## src/rtl/gate_fire_scheduler.sv

```systemverilog
// Round-robin, one-shot-per-frame fire arbiter feeding a single gate-output wire driver.
// Optional stall watchdog: define GATE_SCHED_WATCHDOG_EN to build it.
module gate_fire_scheduler #(
    parameter  int unsigned GATE_COUNT      = 8,
    parameter  int unsigned WATCHDOG_CYCLES = 255,
    localparam int unsigned ID_W            = $clog2(GATE_COUNT)
) (
    input  logic                  clk,
    input  logic                  logic_reset,
    input  logic                  frame_start,
    input  logic [GATE_COUNT-1:0] req,
    output logic                  fire_valid,
    output logic [ID_W-1:0]       fire_id,
    input  logic                  fire_ready,
    output logic                  busy,
    output logic                  frame_done,
    output logic                  frame_abort,
    output logic [7:0]            drop_count
);

    typedef enum logic [1:0] {IDLE, RUN, DONE} state_t;

    state_t                state, state_nxt;
    logic [GATE_COUNT-1:0] pending, fired_mask, hs_mask, eff_mask, new_req;
    logic [ID_W-1:0]       rr_ptr, pick_id, next_ptr;
    logic                  pick_found, handshake, end_cond, wd_trip;
    logic [7:0]            drop_nxt;
    int unsigned           scan_idx, drop_sum;

    if (GATE_COUNT < 2 || WATCHDOG_CYCLES < 1 || WATCHDOG_CYCLES > 65535) begin : g_param_check
        $error("gate_fire_scheduler: parameter out of range");
    end

    assign handshake  = fire_valid && fire_ready;
    assign busy       = (state != IDLE);
    assign frame_done = (state == DONE);

    // The gate being accepted this cycle counts as already fired, so its
    // same-cycle request is dropped and counted rather than re-queued.
    always_comb begin
        hs_mask = '0;
        if (handshake) hs_mask[fire_id] = 1'b1;
        eff_mask = fired_mask | hs_mask;
        new_req  = req & ~eff_mask;
    end

    always_comb begin
        pick_found = 1'b0;
        pick_id    = '0;
        scan_idx   = 0;
        for (int unsigned i = 0; i < GATE_COUNT; i++) begin
            scan_idx = i + 32'(rr_ptr);
            if (scan_idx >= GATE_COUNT) scan_idx = scan_idx - GATE_COUNT;
            if (!pick_found && pending[ID_W'(scan_idx)]) begin
                pick_found = 1'b1;
                pick_id    = ID_W'(scan_idx);
            end
        end
    end

    always_comb begin
        drop_sum = 32'(drop_count);
        for (int unsigned i = 0; i < GATE_COUNT; i++) begin
            if (req[i] && eff_mask[i]) drop_sum = drop_sum + 1;
        end
        drop_nxt = (drop_sum > 255) ? 8'd255 : 8'(drop_sum);
    end

    assign next_ptr = (fire_id == ID_W'(GATE_COUNT - 1)) ? '0 : fire_id + 1'b1;
    assign end_cond = (pending == '0) && !fire_valid && ((req & ~fired_mask) == '0);

`ifdef GATE_SCHED_WATCHDOG_EN
    logic [15:0] stall_cnt;
    logic        abort_q;

    assign wd_trip = (state == RUN) && fire_valid && !fire_ready &&
                     (stall_cnt == 16'(WATCHDOG_CYCLES - 1));
    assign frame_abort = abort_q;

    always_ff @(posedge clk or negedge logic_reset) begin
        if (!logic_reset) begin
            stall_cnt <= '0;
            abort_q   <= 1'b0;
        end else begin
            abort_q <= wd_trip;
            if (state == IDLE && frame_start) stall_cnt <= '0;
            else if (handshake)               stall_cnt <= '0;
            else if (fire_valid && !fire_ready) stall_cnt <= stall_cnt + 16'd1;
        end
    end
`else
    assign wd_trip     = 1'b0;
    assign frame_abort = 1'b0;
`endif

    always_ff @(posedge clk or negedge logic_reset) begin
        if (!logic_reset) state <= IDLE;
        else              state <= state_nxt;
    end

    always_comb begin
        state_nxt = state;
        case (state)
            IDLE:    if (frame_start) state_nxt = RUN;
            RUN:     if (wd_trip || end_cond) state_nxt = DONE;
            DONE:    state_nxt = IDLE;
            default: state_nxt = IDLE;
        endcase
    end

    always_ff @(posedge clk or negedge logic_reset) begin
        if (!logic_reset) begin
            pending    <= '0;
            fired_mask <= '0;
            rr_ptr     <= '0;
            fire_valid <= 1'b0;
            fire_id    <= '0;
            drop_count <= '0;
        end else begin
            case (state)
                IDLE: begin
                    if (frame_start) begin
                        pending    <= '0;
                        fired_mask <= '0;
                        drop_count <= '0;
                    end
                end
                RUN: begin
                    pending    <= (pending & ~hs_mask) | new_req;
                    fired_mask <= fired_mask | hs_mask;
                    drop_count <= drop_nxt;
                    if (handshake) begin
                        fire_valid <= 1'b0;
                        rr_ptr     <= next_ptr;
                    end else if (!fire_valid && pick_found) begin
                        fire_valid <= 1'b1;
                        fire_id    <= pick_id;
                    end
                    if (wd_trip) begin
                        pending    <= '0;
                        fire_valid <= 1'b0;
                    end
                end
                default: ;
            endcase
        end
    end

endmodule

```

## config.mk

```make
export PLATFORM = sky130hd
export DESIGN_NAME = gate_fire_scheduler
export DESIGN_NICKNAME = d
export VERILOG_FILES = /design/src/rtl/gate_fire_scheduler.sv
export SDC_FILE = /design/constraint.sdc
export NUM_CORES = 1
export LEC_CHECK = 0
export CAP_MARGIN = 20
export CELL_PAD_IN_SITES_DETAIL_PLACEMENT = 1
export CELL_PAD_IN_SITES_GLOBAL_PLACEMENT = 2
export CORE_AREA = 2 2 105 107
export DETAILED_ROUTE_END_ITERATION = 12
export DIE_AREA = 0 0 107 109
export HOLD_SLACK_MARGIN = 0.02
export PLACE_DENSITY_LB_ADDON = 0.1
export SLEW_MARGIN = 30
export SYNTH_ARGS = -nofsm -noshare
export SYNTH_HDL_FRONTEND = slang
export SYNTH_SLANG_ARGS = --single-unit
```

## constraint.sdc

```tcl
create_clock -name clk -period 13.6 [get_ports clk]
set_input_delay 4.08 -clock clk [delete_from_list [all_inputs] [get_ports clk]]
set_output_delay 4.08 -clock clk [all_outputs]
set_load 0.02 [all_outputs]
```

After elaboration in Yosys (flattened, before gate mapping)
Cells that the tools add are included.
{"block": "classes", "add_sub_neg": 24, "order_cmp": 19, "n_eq_ne": 5, "mux": 62, "bitwise_logic": 9, "reduce_logical": 39}
{"cell": "adder 32 x 1 -> 32 bit (second input constant)", "count": 7}
{"cell": "two-way mux 32 bit", "count": 7}
{"cell": "two-way mux 3 bit", "count": 17}
{"cell": "one-hot mux 8 bit (2 select lines)", "count": 3}
{"cell": "less-than comparator 3 x 4 -> 1 bit (second input constant)", "count": 9}
{"cell": "> comparator 32 x 8 -> 1 bit (second input constant)", "count": 1}
{"cell": ">= comparator 4 bit (second input constant)", "count": 7}
{"cell": "AND 8 bit", "count": 3}
{"cell": "binary-select mux 1 bit (select 3 bit)", "count": 8}
{"cell": "two-way mux 8 bit", "count": 3}
{"cell": "inverter 8 bit", "count": 3}
{"cell": "subtractor 3 x 1 -> 3 bit (second input constant)", "count": 8}
{"cell": "logical AND 1 bit", "count": 20}
{"cell": "two-way mux 1 bit", "count": 19}
{"cell": "adder 3 x 3 -> 4 bit (first input constant)", "count": 4}
{"cell": "zero test 8 bit", "count": 2}
{"cell": "bitwise OR 8 bit", "count": 2}
{"cell": "adder 8 x 1 -> 9 bit (second input constant)", "count": 1}
{"cell": "two-way mux 9 bit", "count": 1}
{"cell": "adder 2 x 3 -> 4 bit (first input constant)", "count": 2}
{"cell": "zero test 1 bit", "count": 8}
{"cell": "AND reduction 2 bit", "count": 4}
{"cell": "nonzero test 2 bit", "count": 3}
{"cell": "adder 1 x 3 -> 4 bit (first input constant)", "count": 1}
{"cell": "13 further kinds", "count": 15}
{"block": "word_totals", "reg_bits": 33, "in_bits": 12, "out_inout_bits": 15}

Logic depth before layout (Yosys ltp)
Gate-level depths: netlist of the first run.
{"block": "logic_depth", "word_depth": 29, "mapped_depth": 29, "depth_no_buf": 27}

Worst setup path before layout of the first run
Ideal clock, no wire load.
{"block": "synth_path", "path_type": "input-to-reg", "from": "input fire_ready", "to": "register drop_count[6]", "arrival_time_ps": 9311, "path_slack_ps": 4144, "path_stages": 26, "n_path_buf": 2, "path_cell_list": "and3b_1 -> buf_4 -> a41oi_1 -> and2_1 -> buf_2 -> ha_1 -> nor2b_1 -> a32oi_1 -> and2_1 -> ha_1 -> mux2i_1 -> a31oi_1 -> ha_1 -> mux2_2 -> a41o_1 -> ha_1 -> mux2_2 -> ha_1 -> mux2_2 -> ha_1 -> mux2_2 -> ha_1 -> nand4_2 -> a2111oi_4 -> xor2_1 -> a31oi_1"}
{"block": "synth_between", "elab_chain_cells": 22}
{"element": "from (decl)", "line_no": "14", "text": "input logic fire_ready,"}
{"element": "logical AND 1 bit (*)", "line_no": "34", "text": "assign handshake = fire_valid && fire_ready;"}
{"element": "two-way mux 8 bit (*)", "line_no": "42", "text": "if (handshake) hs_mask[fire_id] = 1'b1;"}
{"element": "bitwise OR 8 bit (*)", "line_no": "43", "text": "eff_mask = fired_mask | hs_mask;"}
{"element": "logical AND 1 bit", "line_no": "64", "text": "if (req[i] && eff_mask[i]) drop_sum = drop_sum + 1;"}
{"element": "two-way mux 9 bit", "line_no": "64"}
{"element": "adder 32 x 1 -> 32 bit", "line_no": "64"}
{"element": "two-way mux 32 bit", "line_no": "64"}
{"element": "adder 32 x 1 -> 32 bit", "line_no": "64"}
{"element": "(+6 left out)"}
{"element": "two-way mux 32 bit", "line_no": "64"}
{"element": "adder 32 x 1 -> 32 bit", "line_no": "64"}
{"element": "two-way mux 32 bit", "line_no": "64"}
{"element": "adder 32 x 1 -> 32 bit", "line_no": "64"}
{"element": "two-way mux 32 bit (*)", "line_no": "64"}
{"element": "> comparator 32 x 8 -> 1 bit", "line_no": "66", "text": "drop_nxt = (drop_sum > 255) ? 8'd255 : 8'(drop_sum);"}
{"element": "two-way mux 8 bit (*)", "line_no": "66"}
{"element": "one-hot mux 8 bit (2 select lines) (*)", "line_no": "120", "text": "case (state)"}
{"element": "to (signal assigned)", "line_no": "131", "text": "drop_count <= drop_nxt;"}
{"element": "to (decl)", "line_no": "18", "text": "output logic [7:0] drop_count"}
Every way passes the cells marked *; elsewhere a longest branch is shown, timed or not.
A chain may end at the register's enable or synchronous reset.

Final worst setup path of the first run
{"block": "layout_path", "from": "input req[0]", "to": "register drop_count[6]"}
{"block": "layout_between", "elab_chain_cells": 19}
{"element": "from (decl)", "line_no": "11", "text": "input logic [GATE_COUNT-1:0] req,"}
{"element": "logical AND 1 bit (*)", "line_no": "64"}
{"element": "two-way mux 9 bit (*)", "line_no": "64"}
{"element": "adder 32 x 1 -> 32 bit", "line_no": "64"}
{"element": "two-way mux 32 bit (*)", "line_no": "64"}
{"element": "adder 32 x 1 -> 32 bit", "line_no": "64"}
{"element": "two-way mux 32 bit (*)", "line_no": "64"}
{"element": "adder 32 x 1 -> 32 bit", "line_no": "64"}
{"element": "two-way mux 32 bit (*)", "line_no": "64"}
{"element": "(+3 left out)"}
{"element": "two-way mux 32 bit (*)", "line_no": "64"}
{"element": "adder 32 x 1 -> 32 bit", "line_no": "64"}
{"element": "two-way mux 32 bit (*)", "line_no": "64"}
{"element": "adder 32 x 1 -> 32 bit", "line_no": "64"}
{"element": "two-way mux 32 bit (*)", "line_no": "64"}
{"element": "> comparator 32 x 8 -> 1 bit", "line_no": "66"}
{"element": "two-way mux 8 bit (*)", "line_no": "66"}
{"element": "one-hot mux 8 bit (2 select lines) (*)", "line_no": "120"}
Marks and branches as above.

==> reports/results.txt, run 1 <==
outcome: completed
Syn Area/Cell: 8.60 sq um
# setup viols final: 0
Async SR Flop Fraction: 100%
crit path time final: 10600 ps
post-route setup TNS: 0 ps
Yosys top cell area share: 19.4%
IO buf count: 25
Synth area leader: dfrtp_1
leading cell type in the layout, fill and taps excluded: nand2_1
endpoint class of the critical path: flop
synth top area cells: dfrtp_1 (19%), mux4_2 (4.2%), xnor2_1 (4.1%)
routability cong.: 0.828
die area: 11700 sq um
Critical Path RT: 13750 ps
Max-slew headroom: 35.2%
CTS resizes: 0
critical-path maximum fanout: 12
TritonCTS Buffers: 5
vias post-DR: 3973
largest net degree at the start of global routing: 34
#FFs+latches synth: 33
cell area after synthesis: 4260 sq um
Final Hold Vio Count: 0
Via density: 6.14
CTS sink count: 33
Post-Syn Instances: 495
CTS tree: built
Synth Warn #: 0
CTS max path bufs: 2
Post-synth EDFFs: 0
GRT Total Usage: 22.6%
1st-iter DRT viols: 185
Clock Latency Late Sink: 300 ps
Die H: 109 um
wire per inst: 19.9 um
DRC viols: 0
Setup CP Type: input port to flop
# nets final: 530
first-pass GRT wire length: 20800 um
synth unique cells: 86
Worst-Margin Slew: 965 ps
starting density of the core: 40.2%
ant diodes: 0
Final Cycle Share: 77.9%
final WL: 12900 um
crit path DAT: 10750 ps
max cap viols: 0
most frequent CP cell: ha_1
initial antenna violation count: 0
slowest stage delay, CP: 750 ps
Row Count: 38
Mapped Nets: 519
Detail Placement HPWL: 9980 um
DRT Pass-1 Iters: 4
critical path's slowest cell: clkdlybuf4s50_1
IO Count: 27
Post-CTS Setup Inserts: 0
Startpoint Class: input port
vias in the first global route: 3897
RSZ-0062 raised after global routing: false
Overflow after GRT: 0
most frequent cells in the layout: nand2_1 (39), nor2_1 (36), dfrtp_1 (33), a21oi_1 (26), o21ai_0 (26)
H-tree depth: 2
final antenna-violating net count: 0
core footprint: 10600 sq um
Max Clock Freq: 94.4 MHz
Max Clock Skew: 10.7 ps
die outline width: 107 um
Hold Path Class: flop to flop
cts hold-fix bufs: 0
clk slew on worst S/H paths: 70 ps
share of post-route cells with drive strength above 1: 13.2%
clock root buffer: clkbuf_8
dominant synthesized flop cell: dfrtp_1
register area share after synthesis: 19.4%
Layout Area Growth over Synthesis: 10.5%
Slew Limit Fails: 0
## synthesized netlist by cell type (all sizes together), types with 3 or more instances
| library cell | number |
|---|---|
| a211oi | 7 |
| a21o | 3 |
| a21oi | 26 |
| a221oi | 4 |
| a22o | 6 |
| a31oi | 17 |
| and2 | 10 |
| and3 | 7 |
| and4b | 3 |
| buf | 15 |
| clkbuf | 9 |
| dfrtp | 33 |
| ha | 12 |
| inv | 17 |
| mux2 | 7 |
| mux2i | 10 |
| mux4 | 8 |
| nand2 | 40 |
| nand2b | 15 |
| nand3 | 16 |
| nand3b | 4 |
| nand4 | 11 |
| nor2 | 37 |
| nor2b | 11 |
| nor3 | 8 |
| nor4 | 5 |
| o211ai | 3 |
| o21a | 3 |
| o21ai | 30 |
| o22ai | 5 |
| o31ai | 11 |
| or2 | 7 |
| or4 | 3 |
| xnor2 | 28 |
| xor2 | 24 |
## logic make-up (layout without fill, tap and decap cells)
logic type	Yosys count	after routing	synth area share (%)
buf+inv	41	53	4.41
simple gates	185	185	23.8
compound gates	144	144	25.7
mux	25	25	8.43
flops	33	33	19.4
xor+xnor	54	54	14.7
other cells	1	1	0.0881
fa+ha+maj	12	12	3.53
## critical path: cells and delay by family
kind / cells / cell delay, ps
compound gates: 6 / 1130
fa+ha+maj: 7 / 1970
xor+xnor: 1 / 200
simple gates: 5 / 1350
mux: 5 / 1260
buf+inv: 1 / 750
## stage by stage
step                worst slack [ps]  util, %  cells  area, sq um  hold slack [ps]
finish                          3000     44.4    647         4700              526
global route                    2660     44.4    647         4700              549
CTS                             3060     44.4    647         4700              530
detailed placement              2760     43.3    639         4590              504
global placement                2950     43.2    639         4580              492
floorplan                       4140        -    495         4260              471
## layout make-up
type	count	area (sq um)
fillers	1264	5900
multi-input cells	421	3250
flip-flops and latches	33	826
repair buffers	28	273
well taps	140	175
clock buffers	7	86.3
inverters	17	63.8
clock inverters	1	30.0
## final timing paths
| check | startpoint | endpoint | slack [ps] | cells after the start |
|---|---|---|---|---|
| worst max-delay path | req[0] | drop_count[6]$_DFFE_PN0P_ | 3000 | 25 |
| max in group asynchronous | logic_reset | fired_mask[7]$_DFFE_PN0P_ | 9060 | 2 |
| worst min register to register | fired_mask[1]$_DFFE_PN0P_ | fired_mask[1]$_DFFE_PN0P_ | 530 | 1 |
| worst min-delay path | fired_mask[1]$_DFFE_PN0P_ | fired_mask[1]$_DFFE_PN0P_ | 530 | 1 |
| min in group asynchronous | logic_reset | fire_valid$_DFFE_PN0P_ | 4200 | 2 |
| worst max register to register | fire_valid$_DFFE_PN0P_ | drop_count[6]$_DFFE_PN0P_ | 6910 | 25 |
## registers in the layout, summed over array words and instances (netlist names)
register	cells
fired_mask	8
rr_ptr	3
drop_count	8
pending	8
fire_id	3
fire_valid	1
state	2
## routing by layer
layer	wire, um	up-vias	track usage [%]
met4	90	0	3.90
met5	0	-	0
met2	5660	92	35.5
met1	6550	2005	33.7
met3	551	7	2.63
li1	-	1869	-
Power of run 1 is not shown: default switching activity piles up to over one toggle a cycle in this logic, so the estimate is an artifact.
==> run 2: changes to the inputs <==
CORE_AREA = 2 2 109 111   (was 2 2 105 107)
DIE_AREA = 0 0 111 113   (was 0 0 107 109)
clock period = 11 ns   (was 13.6 ns; I/O delays follow)
==> run 2 against run 1 <==
Count of clock-buffer cells in the layout unchanged. Sequential cell count did not move. Design area rose by 1.5%. Core utilization decreased by 2.0 points. Routed wire length is 1.1% higher. Critical path depth did not move. Via count down 4.1%. Critical endpoint unchanged. Highest routed layer unchanged.
==> reports/results.txt, run 2 (synthesis gave the netlist of run 1 again) <==
WHS: 519 ps (-7.14 ps)
routability cong.: 0.813 (-1.8%)
most frequent cells in the layout: nand2_1 (39), nor2_1 (36), dfrtp_1 (33), a21oi_1 (26), o21ai_0 (26)
# nets final: 530 (unchanged)
Regs by FF count: drop_count: 8 flops, fired_mask: 8 flops, pending: 8 flops
Overflow after GRT: 0 (unchanged)
Worst-Margin Slew: 822 ps (-143 ps)
clock root buffer: clkbuf_16
Max-slew headroom: 44.7% (+9.5 points)
TritonCTS Buffers: 5 (unchanged)
Critical Path RT: 11140 ps (-2610 ps)
DRC viols: 0 (unchanged)
starting density of the core: 37.8% (-2.4 points)
CTS tree: built
IO Count: 27 (unchanged)
CTS max path bufs: 2 (unchanged)
clk slew on worst S/H paths: 60 ps (about the same)
Layout Area Growth over Synthesis: 12.1%
largest net degree at the start of global routing: 34 (unchanged)
Die H: 113 um (+3.7%)
max cap viols: 0 (unchanged)
Final Cycle Share: 87.4%
post-route setup TNS: 0 ps (unchanged)
Final Hold Vio Count: 0 (unchanged)
outcome: completed
critical-path maximum fanout: 12 (unchanged)
Startpoint Class: input port
# setup viols final: 0 (unchanged)
Via density: 5.86 (-4.5%)
Setup CP Type: input port to flop
1st-iter DRT viols: 202 (+9.2%)
wire per inst: 20.0 um (+0.64%)
H-tree depth: 2 (unchanged)
cts hold-fix bufs: 0 (unchanged)
core footprint: 11300 sq um (+6.3%)
DRT Pass-1 Iters: 4 (unchanged)
vias post-DR: 3810 (-4.1%)
Post-CTS Setup Inserts: 0 (unchanged)
leading cell type in the layout, fill and taps excluded: nand2_1
Final Util: 42.4% (-2.0 points)
CTS resizes: 0 (unchanged)
Detail Placement HPWL: 10400 um (+3.9%)
endpoint class of the critical path: flop
final WL: 13000 um (+1.1%)
Hold Path Class: flop to flop
crit path DAT: 9750 ps (-1000 ps)
first-pass GRT wire length: 22300 um (+7.3%)
Clock Latency Late Sink: 290 ps (about the same)
ant diodes: 0 (unchanged)
crit path time final: 9620 ps
die area: 12500 sq um (+7.5%)
RSZ-0062 raised after global routing: false
vias in the first global route: 4116 (+5.6%)
IO buf count: 25 (unchanged)
Slew Limit Fails: 0 (unchanged)
Layout fillers: 1335 (+5.6%)
CTS sink count: 33 (unchanged)
share of post-route cells with drive strength above 1: 13.6% (+0.39 points)
Max Clock Skew: 7.03 ps (-3.68 ps)
placed cell areas: 4600 sq um (+0.30%)
Max Clock Freq: 104 MHz
final antenna-violating net count: 0 (unchanged)
design area: 4770 sq um (+1.5%)
GRT Total Usage: 21.9% (-0.66 points)
Row Count: 39 (+2.6%)
initial antenna violation count: 0 (unchanged)
die outline width: 111 um (+3.7%)
-- run 2: cell counts in the layout (fill, tap and decap cells not counted) --
No cell type changed its count.
-- run 2: per-layer routing --
metal / GRT usage, % / share of wire, % / up-vias / wire length, um
li1: - / - / 1867 / -
met1: 28.4 / 46 / 1901 / 5970
met2: 40.4 / 52 / 35 / 6740
met3: 1.23 / 1.1 / 7 / 146
met4: 4.75 / 1.0 / 0 / 135
met5: 0 / 0 / - / 0
-- run 2: cell type report --
class                   instances  area (sq um)  share of cell area [%]
flip-flops and latches         33           826                    17.3
clock buffers                   7           143                    2.99
repair buffers                 28           273                    5.71
clock inverters                 1          30.0                   0.629
multi-input cells             421          3260                    68.3
well taps                     143           179                    3.75
inverters                      17          63.8                    1.34
-- run 2: through the flow --
step / instances / setup WS, ps
final: 650 / 1380
after floorplan: 495 / 2320
after global routing: 650 / 866
after CTS: 650 / 1360
after global placement: 642 / 1240
after detailed placement: 642 / 1070
-- run 2: worst max-delay path, stage by stage --
cell	delay, ps
clkdlybuf4s50_1	690
or3b_4	460
o21ai_1	160
and2_1	380
ha_1	330
nor2b_1	120
a32oi_1	140
and2_1	200
ha_1	300
mux2i_1	200
a31oi_1	70
ha_1	310
mux2_2	250
a41o_1	240
ha_1	270
mux2_2	300
ha_1	300
mux2_2	280
ha_1	280
mux2_2	170
ha_1	180
nand4_2	160
a2111oi_4	400
xor2_1	170
a31oi_1	100
-- run 2: worst paths after layout --
path	endpoint	depth (start not counted)	from	slack (ps)
max in group asynchronous	drop_count[1]$_DFFE_PN0P_	2	logic_reset	7260
min reg2reg	fired_mask[3]$_DFFE_PN0P_	1	fired_mask[3]$_DFFE_PN0P_	520
max	drop_count[6]$_DFFE_PN0P_	25	req[0]	1380
min	fired_mask[3]$_DFFE_PN0P_	1	fired_mask[3]$_DFFE_PN0P_	520
max reg2reg	drop_count[6]$_DFFE_PN0P_	25	fire_id[0]$_DFFE_PN0P_	4460
min in group asynchronous	fire_id[0]$_DFFE_PN0P_	2	logic_reset	3420
Power of run 2 is left out for the same reason.
==> run 3: changes to the inputs <==
CORE_AREA = 3 3 110 112   (was 2 2 109 111)
DIE_AREA = 0 0 113 115   (was 0 0 111 113)
==> run 3 against run 2 <==
Register-to-register slack worse by 180 ps. Critical path depth stayed put. Worst setup slack worse by 170 ps. First-iteration DRC count is 12% lower. Count of clock-buffer cells in the layout stayed put. Routed wire length is 0.23% lower. Sequential share of layout area hardly changed. Sequential cell count stayed put. Critical path type unchanged. Highest routed layer unchanged.
==> reports/results.txt, run 3 (synthesis gave the netlist of run 1 again) <==
CTS tree: built
Row Count: 39 (unchanged)
Post-CTS Setup Inserts: 0 (unchanged)
Critical R2R Launch: fire_valid$_DFFE_PN0P_
most frequent cells in the layout: nand2_1 (39), nor2_1 (36), dfrtp_1 (33), a21oi_1 (26), o21ai_0 (26)
TritonCTS Buffers: 5 (unchanged)
largest net degree at the start of global routing: 34 (unchanged)
Overflow after GRT: 0 (unchanged)
critical-path maximum fanout: 12 (unchanged)
# nets final: 530 (unchanged)
core footprint: 11300 sq um (+0.43%)
crit path DAT: 9930 ps (+180 ps)
initial antenna violation count: 0 (unchanged)
final WL: 13000 um (-0.23%)
CTS max path bufs: 2 (unchanged)
hold path start: fired_mask[6]$_DFFE_PN0P_
starting density of the core: 37.6% (-0.16 points)
CTS sink count: 33 (unchanged)
Hold Path Class: flop to flop
leading cell type in the layout, fill and taps excluded: nand2_1
design area: 4770 sq um (-0.10%)
Final Cycle Share: 89.0% (+1.6 points)
GRT Total Usage: 20.4% (-1.5 points)
Final Hold Vio Count: 0 (unchanged)
crit path time final: 9790 ps (+171 ps)
Setup CP Type: input port to flop
CTS resizes: 0 (unchanged)
Via density: 5.95 (+1.4%)
Max Clock Skew: 6.13 ps (-0.904 ps)
Detail Placement HPWL: 10400 um (about the same)
Startpoint Class: input port
Max Clock Freq: 102 MHz (-1.7%)
clock root buffer: clkbuf_16
wire per inst: 19.9 um (-0.23%)
vias in the first global route: 3925 (-4.6%)
DRT Pass-1 Iters: 4 (unchanged)
IO buf count: 25 (unchanged)
RSZ-0062 raised after global routing: false
Die H: 115 um (+1.8%)
die area: 13000 sq um (+3.6%)
final antenna-violating net count: 0 (unchanged)
Slew Limit Fails: 0 (unchanged)
DRC viols: 0 (unchanged)
placed cell areas: 4600 sq um (-0.11%)
Critical Path RT: 11140 ps (about the same)
Clock Latency Late Sink: 280 ps (about the same)
Worst-Margin Slew: 1030 ps (+203 ps)
H-tree depth: 2 (unchanged)
share of post-route cells with drive strength above 1: 13.4% (-0.20 points)
beginning of the critical path: req[0]
first-pass GRT wire length: 21200 um (-4.9%)
outcome: completed
vias post-DR: 3865 (+1.4%)
routability cong.: 0.809 (-0.50%)
post-route setup TNS: 0 ps (unchanged)
IO Count: 27 (unchanged)
clk slew on worst S/H paths: 60 ps (about the same)
Regs by FF count: drop_count: 8 flops, fired_mask: 8 flops, pending: 8 flops
cts hold-fix bufs: 0 (unchanged)
max cap viols: 0 (unchanged)
Max-slew headroom: 31.2% (-13 points)
1st-iter DRT viols: 177 (-12%)
die outline width: 113 um (+1.8%)
Layout Area Growth over Synthesis: 12.0%
# setup viols final: 0 (unchanged)
endpoint class of the critical path: flop
ant diodes: 0 (unchanged)
## run 3: area by class of cell
cell class,count,area (sq um)
fillers,1345,6550
multi-input cells,421,3260
flip-flops and latches,33,826
repair buffers,28,273
well taps,143,179
clock buffers,7,143
inverters,17,63.8
clock inverters,1,30.0
## run 3: worst paths after layout
kind,to,slack (ps),cells after the start
min,fired_mask[6]$_DFFE_PN0P_,530,1
min reg2reg,fired_mask[6]$_DFFE_PN0P_,530,1
max,drop_count[6]$_DFFE_PN0P_,1210,25
max reg2reg,drop_count[6]$_DFFE_PN0P_,4280,25
min in group asynchronous,fire_id[0]$_DFFE_PN0P_,3430,2
max in group asynchronous,pending[4]$_DFFE_PN0P_,7250,2
## run 3: stage by stage
step                hold WS, ps  instances  utilization [%]  setup WS [ps]
floorplan                   471        495                -           2320
global placement            495        642             40.5           1240
detailed placement          497        642             40.6            962
CTS                         525        650             42.1           1250
global route                565        650             42.1            734
finish                      530        650             42.1           1210
## run 3: critical path, cell delays in order
cell and delay [ps]:
clkdlybuf4s50_1 700, or3b_4 460, o21ai_1 150, and2_1 380, ha_1 340, nor2b_1 130, a32oi_1 140, and2_1 200
ha_1 300, mux2i_1 240, a31oi_1 80, ha_1 320, mux2_2 270, a41o_1 250, ha_1 270, mux2_2 310
ha_1 310, mux2_2 290, ha_1 280, mux2_2 180, ha_1 180, nand4_2 160, a2111oi_4 400, xor2_1 180
a31oi_1 90
## run 3: metal layers
layer | up-vias | part of all wire [%] | GRT usage, % | wire length [um]
met5 | - | 0 | 0 | 0
met2 | 34 | 53 | 37.5 | 6840
met1 | 1950 | 45 | 25.8 | 5800
met3 | 13 | 1.2 | 1.84 | 150
li1 | 1868 | - | - | -
met4 | 0 | 1.4 | 4.89 | 180
Power of run 3 is left out for the same reason.
